===== src/rtl/pipeline_foreground_clip_ctrl_pkg.sv =====
// rtl/pipeline_foreground_clip_ctrl_pkg.sv - shared address map and FSM encodings for the fg clip controller
// Also used by the command decoder; optional feature macro: FG_CLIP_CLAMP_EN.
package pipeline_foreground_clip_ctrl_pkg;

  localparam int FG_CLIP_NUM_EDGES = 4;

  localparam logic [1:0] FG_CLIP_ADDR_LEFT   = 2'd0;
  localparam logic [1:0] FG_CLIP_ADDR_RIGHT  = 2'd1;
  localparam logic [1:0] FG_CLIP_ADDR_TOP    = 2'd2;
  localparam logic [1:0] FG_CLIP_ADDR_BOTTOM = 2'd3;

  typedef enum logic [1:0] {
    FG_CLIP_ST_IDLE  = 2'd0,
    FG_CLIP_ST_ARMED = 2'd1,
    FG_CLIP_ST_APPLY = 2'd2
  } fg_clip_state_t;

endpackage


===== src/rtl/fg_clip_clamp.sv =====
// rtl/fg_clip_clamp.sv - combinational min(v, limit) for one clip edge
// With EN=0 the value passes through unchanged (unclamped build).
module fg_clip_clamp #(
  parameter int PRECISION = 11,
  parameter int LIMIT     = 800,
  parameter bit EN        = 1'b1
) (
  input  logic [PRECISION-1:0] v_i,
  output logic [PRECISION-1:0] v_o
);

  localparam logic [PRECISION-1:0] LIMIT_V = PRECISION'(LIMIT);

  assign v_o = (EN && (v_i > LIMIT_V)) ? LIMIT_V : v_i;

endmodule


===== src/rtl/pipeline_foreground_clip_ctrl.sv =====
// rtl/pipeline_foreground_clip_ctrl.sv - double-buffered fg clip edges, applied atomically at frame_start
// Define FG_CLIP_CLAMP_EN to clamp applied edges to the active resolution.
module pipeline_foreground_clip_ctrl
  import pipeline_foreground_clip_ctrl_pkg::*;
#(
  parameter int PRECISION    = 11,
  parameter int RESOLUTION_X = 800,
  parameter int RESOLUTION_Y = 600
) (
  input  logic                 clk,
  input  logic                 rst,
  input  logic                 wr_valid,
  input  logic [1:0]           wr_addr,
  input  logic [PRECISION-1:0] wr_data,
  output logic                 wr_ready,
  input  logic                 commit_req,
  input  logic                 frame_start,
  output logic                 commit_pending,
  output logic                 commit_done,
  output logic [PRECISION-1:0] ctrl_fg_clip_left,
  output logic [PRECISION-1:0] ctrl_fg_clip_right,
  output logic [PRECISION-1:0] ctrl_fg_clip_top,
  output logic [PRECISION-1:0] ctrl_fg_clip_bottom
);

`ifdef FG_CLIP_CLAMP_EN
  localparam bit CLAMP_EN = 1'b1;
`else
  localparam bit CLAMP_EN = 1'b0;
`endif

  fg_clip_state_t state_q, state_d;
  logic                 done_q, done_d;
  logic [PRECISION-1:0] shadow_q [FG_CLIP_NUM_EDGES];
  logic [PRECISION-1:0] active_q [FG_CLIP_NUM_EDGES];
  logic [PRECISION-1:0] applied_v [FG_CLIP_NUM_EDGES];
  logic                 wr_fire;

  assign wr_fire = wr_valid && (state_q == FG_CLIP_ST_IDLE);

  always_comb begin
    state_d = state_q;
    done_d  = 1'b0;
    case (state_q)
      FG_CLIP_ST_IDLE: begin
        // frame_start in the same cycle as commit_req only arms; the apply waits for the next frame
        if (commit_req) state_d = FG_CLIP_ST_ARMED;
      end
      FG_CLIP_ST_ARMED: begin
        if (frame_start) state_d = FG_CLIP_ST_APPLY;
      end
      FG_CLIP_ST_APPLY: begin
        state_d = FG_CLIP_ST_IDLE;
        done_d  = 1'b1;
      end
      default: state_d = FG_CLIP_ST_IDLE;
    endcase
  end

  always_ff @(posedge clk or posedge rst) begin
    if (rst) begin
      state_q <= FG_CLIP_ST_IDLE;
      done_q  <= 1'b0;
    end else begin
      state_q <= state_d;
      done_q  <= done_d;
    end
  end

  always_ff @(posedge clk or posedge rst) begin
    if (rst) begin
      for (int i = 0; i < FG_CLIP_NUM_EDGES; i++) shadow_q[i] <= '0;
    end else if (wr_fire) begin
      shadow_q[wr_addr] <= wr_data;
    end
  end

  for (genvar g = 0; g < FG_CLIP_NUM_EDGES; g++) begin : g_clamp
    fg_clip_clamp #(
      .PRECISION (PRECISION),
      .LIMIT     (((g == FG_CLIP_ADDR_TOP) || (g == FG_CLIP_ADDR_BOTTOM)) ? RESOLUTION_Y : RESOLUTION_X),
      .EN        (CLAMP_EN)
    ) u_clamp (
      .v_i (shadow_q[g]),
      .v_o (applied_v[g])
    );
  end

  // All four edges load on the single APPLY edge so a frame never sees a mix
  always_ff @(posedge clk or posedge rst) begin
    if (rst) begin
      for (int i = 0; i < FG_CLIP_NUM_EDGES; i++) active_q[i] <= '0;
    end else if (state_q == FG_CLIP_ST_APPLY) begin
      for (int i = 0; i < FG_CLIP_NUM_EDGES; i++) active_q[i] <= applied_v[i];
    end
  end

  assign wr_ready            = (state_q == FG_CLIP_ST_IDLE);
  assign commit_pending      = (state_q != FG_CLIP_ST_IDLE);
  assign commit_done         = done_q;
  assign ctrl_fg_clip_left   = active_q[FG_CLIP_ADDR_LEFT];
  assign ctrl_fg_clip_right  = active_q[FG_CLIP_ADDR_RIGHT];
  assign ctrl_fg_clip_top    = active_q[FG_CLIP_ADDR_TOP];
  assign ctrl_fg_clip_bottom = active_q[FG_CLIP_ADDR_BOTTOM];

endmodule


===== config.mk =====
export PLATFORM = sky130hd
export DESIGN_NAME = pipeline_foreground_clip_ctrl
export DESIGN_NICKNAME = d
export VERILOG_FILES = /design/src/rtl/pipeline_foreground_clip_ctrl_pkg.sv /design/src/rtl/fg_clip_clamp.sv /design/src/rtl/pipeline_foreground_clip_ctrl.sv
export SDC_FILE = /design/constraint.sdc
export NUM_CORES = 1
export LEC_CHECK = 0
export BUFFER_PORTS_ARGS = -buffer_cell sky130_fd_sc_hd__buf_2
export CAP_MARGIN = 20
export CORE_UTILIZATION = 30
export CTS_BUF_LIST = sky130_fd_sc_hd__clkbuf_16
export CTS_CLUSTER_SIZE = 8
export DETAILED_ROUTE_END_ITERATION = 8
export GPL_ROUTABILITY_DRIVEN = 0
export PLACE_DENSITY_LB_ADDON = 0.15
export SYNTH_ARGS = -nofsm -noshare
export SYNTH_HDL_FRONTEND = slang
export SYNTH_HIERARCHICAL = 1
export SYNTH_SLANG_ARGS = --single-unit

===== constraint.sdc =====
create_clock -name clk -period 2.6 [get_ports clk]
set_input_delay 0.39 -clock clk [delete_from_list [all_inputs] [get_ports clk]]
set_output_delay 0.39 -clock clk [all_outputs]
set_load 0.02 [all_outputs]

==> metrics.yaml <==
yosysWarnings: 6
maxCapViolCount: 0
cts_buffer_depth: 2
synth_edf_count: 0
holdCritPathClass: "input pin to asynchronous set/reset pin"
multi_input_area_um2: 1180
cts_hold_buffers: 0
routed_wl_um: 6670
antenna_left: 0
cts_buffers: 9
drc: 0
cts_sinks: 91
diodes: 0
hold_viol: 0
critical_path_arrival_ns: 1.89
cts_tree: "built"
slowest_delay_ns: 0.46
initial_core_util_pct: 30.8
clockRootBuffer: "clkbuf_16"
firstDrtPassIters: 3
nFillCells: 1295
ys_seq_area_share_pct: 58.6
port_buffers: 64
synth_area_leaders: "dfrtp_1 (59%), mux2_2 (19%), buf_4 (8.7%)"
relSlewSlack_pct: 65.2
max_freq_mhz: 599
io_pins: 65
slew_viol_final: 0
cp_top_family: "simple AND/OR/NAND/NOR gates"
setup_ws_ns: 0.930
yosysTopAreaCellShare_pct: 58.6
finalCritPeriodShare_pct: 64.2
routedWlPerCell_um: 15.0
min_period_ns: 1.67
irDropWorstVdd_mv: 0.495
drtIter0Drc: 54
grt-ovfl-total: 0
ys_top_cells_by_count: "dfrtp_1 (91), mux2_2 (65), buf_4 (45), mux2_4 (22), buf_6 (8)"
synthDistinctLibCells: 16
cp_cell_sequence: "nor2_4 > nand4b_2 > mux2_4"
ff_latch_area_um2: 2280
power_mw: 5.00
synth_ff_type: "dfrtp_1"
critPathMaxFanout: 11
async_flop_share_pct: 100
grt_pass1_vias: 1949
track_usage_pct: 11.2
synth.most_common_cell: "dfrtp_1"
preCtsSetupSlack_ns: 0.877
grt_first_pass_wirelength_um: 10800
p_per_area_nw_per_um2: 1160
die-height_um: 116
grt_antenna_before_repair: 0
synthCells: 245
htreeDepth: 3
core_um2: 12600
synth-seq-cells: 91
nNetsFinal: 287
synth_area_um2: 3890
syn-num-nets: 263
avgViaCountPerCell: 4.15
num_vias: 1852
grt_max_degree: 92
fin_tns_setup_ns: 0
drive_above_1_share_pct: 62.8
tightest_slew_ns: 0.520
yosys.area.top_type: "dfrtp_1"
worstSkewPairLatency_ns: 0.34
area_growth_pct: 10.8
syn_area_per_cell_um2: 15.9
dp.final_hpwl_um: 4170
post-cts-setup-buffer-count: 0
crit_path_top_delay_cell: "dfrtp_1"
skew_ns: 0.00612
clk_pin_slew_ns: 0.06
setup_violations: 0
rsz0062_at_grt: "no"
num_rows: 41
fp.dieW_um: 116
cp_num_buf_inv: 0
cts.repair.resized: 0
design.die.area_um2: 13400
status: "complete, no violations"
cp.required_ns: 2.82
leakage_nw: 2.00
worst_setup_path_start_kind: "flip-flop"
crit_type: "flip-flop to flip-flop"
end_kind: "flip-flop"
-- sequential cells by signal, summed over array words and instances, names as in the netlist --
name / count
commit_done: 1
ctrl_fg_clip_bottom: 11
ctrl_fg_clip_left: 11
ctrl_fg_clip_right: 11
ctrl_fg_clip_top: 11
shadow_q: 44
state_q: 2
-- tightest hold or removal path, stage by stage --
cell	delay (ns)
buf_2	0.11
clkinvlp_4	0.07
buf_12	0.36
-- kinds of logic after synthesis --
logic type | after synthesis | synth area share (%)
buffers and inverters | 56 | 11.3
flip-flops | 91 | 58.6
AND/OR/NAND/NOR | 9 | 2.22
multiplexers | 89 | 27.9
-- stage by stage --
step                hold WS, ns  area [µm²]  cells  utilization (%)
finish                    0.168        4310    446             34.1
global route              0.221        4310    446             34.1
CTS                       0.204        4310    446             34.1
detailed placement        0.485        4050    430             32.1
global placement          0.483        4050    430             32.1
floorplan                 0.465        3890    245                -
-- area by class of cell --
| cell class | count | share of cell area, % |
|---|---|---|
| clock buffers | 9 | 5.23 |
| clock inverters | 7 | 0.843 |
| inverters | 3 | 0.349 |
| multi-input cells | 98 | 27.3 |
| flip-flops and latches | 91 | 52.9 |
| well taps | 172 | 5.00 |
| repair buffers | 66 | 8.37 |
-- layout by cell type (no fill, tap or decap), drive strengths merged --
cell and instances:
nor2 3, clkbuf 9, nand4 1, nor2b 1, buf 66, and4b 1, clkinv 5, dfrtp 91
clkinvlp 2, inv 3, nand2 1, mux2i 1, nand4b 1, mux2 88, and4bb 1
-- metal layers --
layer  global-route usage, %  up-vias  routed length (µm)
met3                    4.92        7                 401
met2                    16.6       49                3120
met5                       0        -                   0
li1                        -      849                   -
met4                    4.10        0                  72
met1                    14.5      947                3080
-- final timing paths --
path / from / to / slack (ns) / cells after the start
max in group asynchronous: rst / ctrl_fg_clip_right[10]$_DFFE_PP0P_ / 2.04 / 3
hold reg to reg: shadow_q[2]$_DFFE_PP0P_ / shadow_q[2]$_DFFE_PP0P_ / 0.50 / 1
setup reg to reg: state_q[0]$_DFFE_PP0P_ / shadow_q[13]$_DFFE_PP0P_ / 0.93 / 3
setup / recovery: state_q[0]$_DFFE_PP0P_ / shadow_q[13]$_DFFE_PP0P_ / 0.93 / 3
hold / removal: rst / ctrl_fg_clip_right[8]$_DFFE_PP0P_ / 0.17 / 3
min in group clk: frame_start / state_q[1]$_DFFE_PP0P_ / 0.29 / 3
-- power breakdown --
part	internal (mW)	switching, mW	total (mW)
Combinational	0.763	0.788	1.55
Clock	0.634	0.521	1.15
Sequential	1.99	0.298	2.29
Total	3.39	1.61	5.00
(Power assumes the default switching activity.)
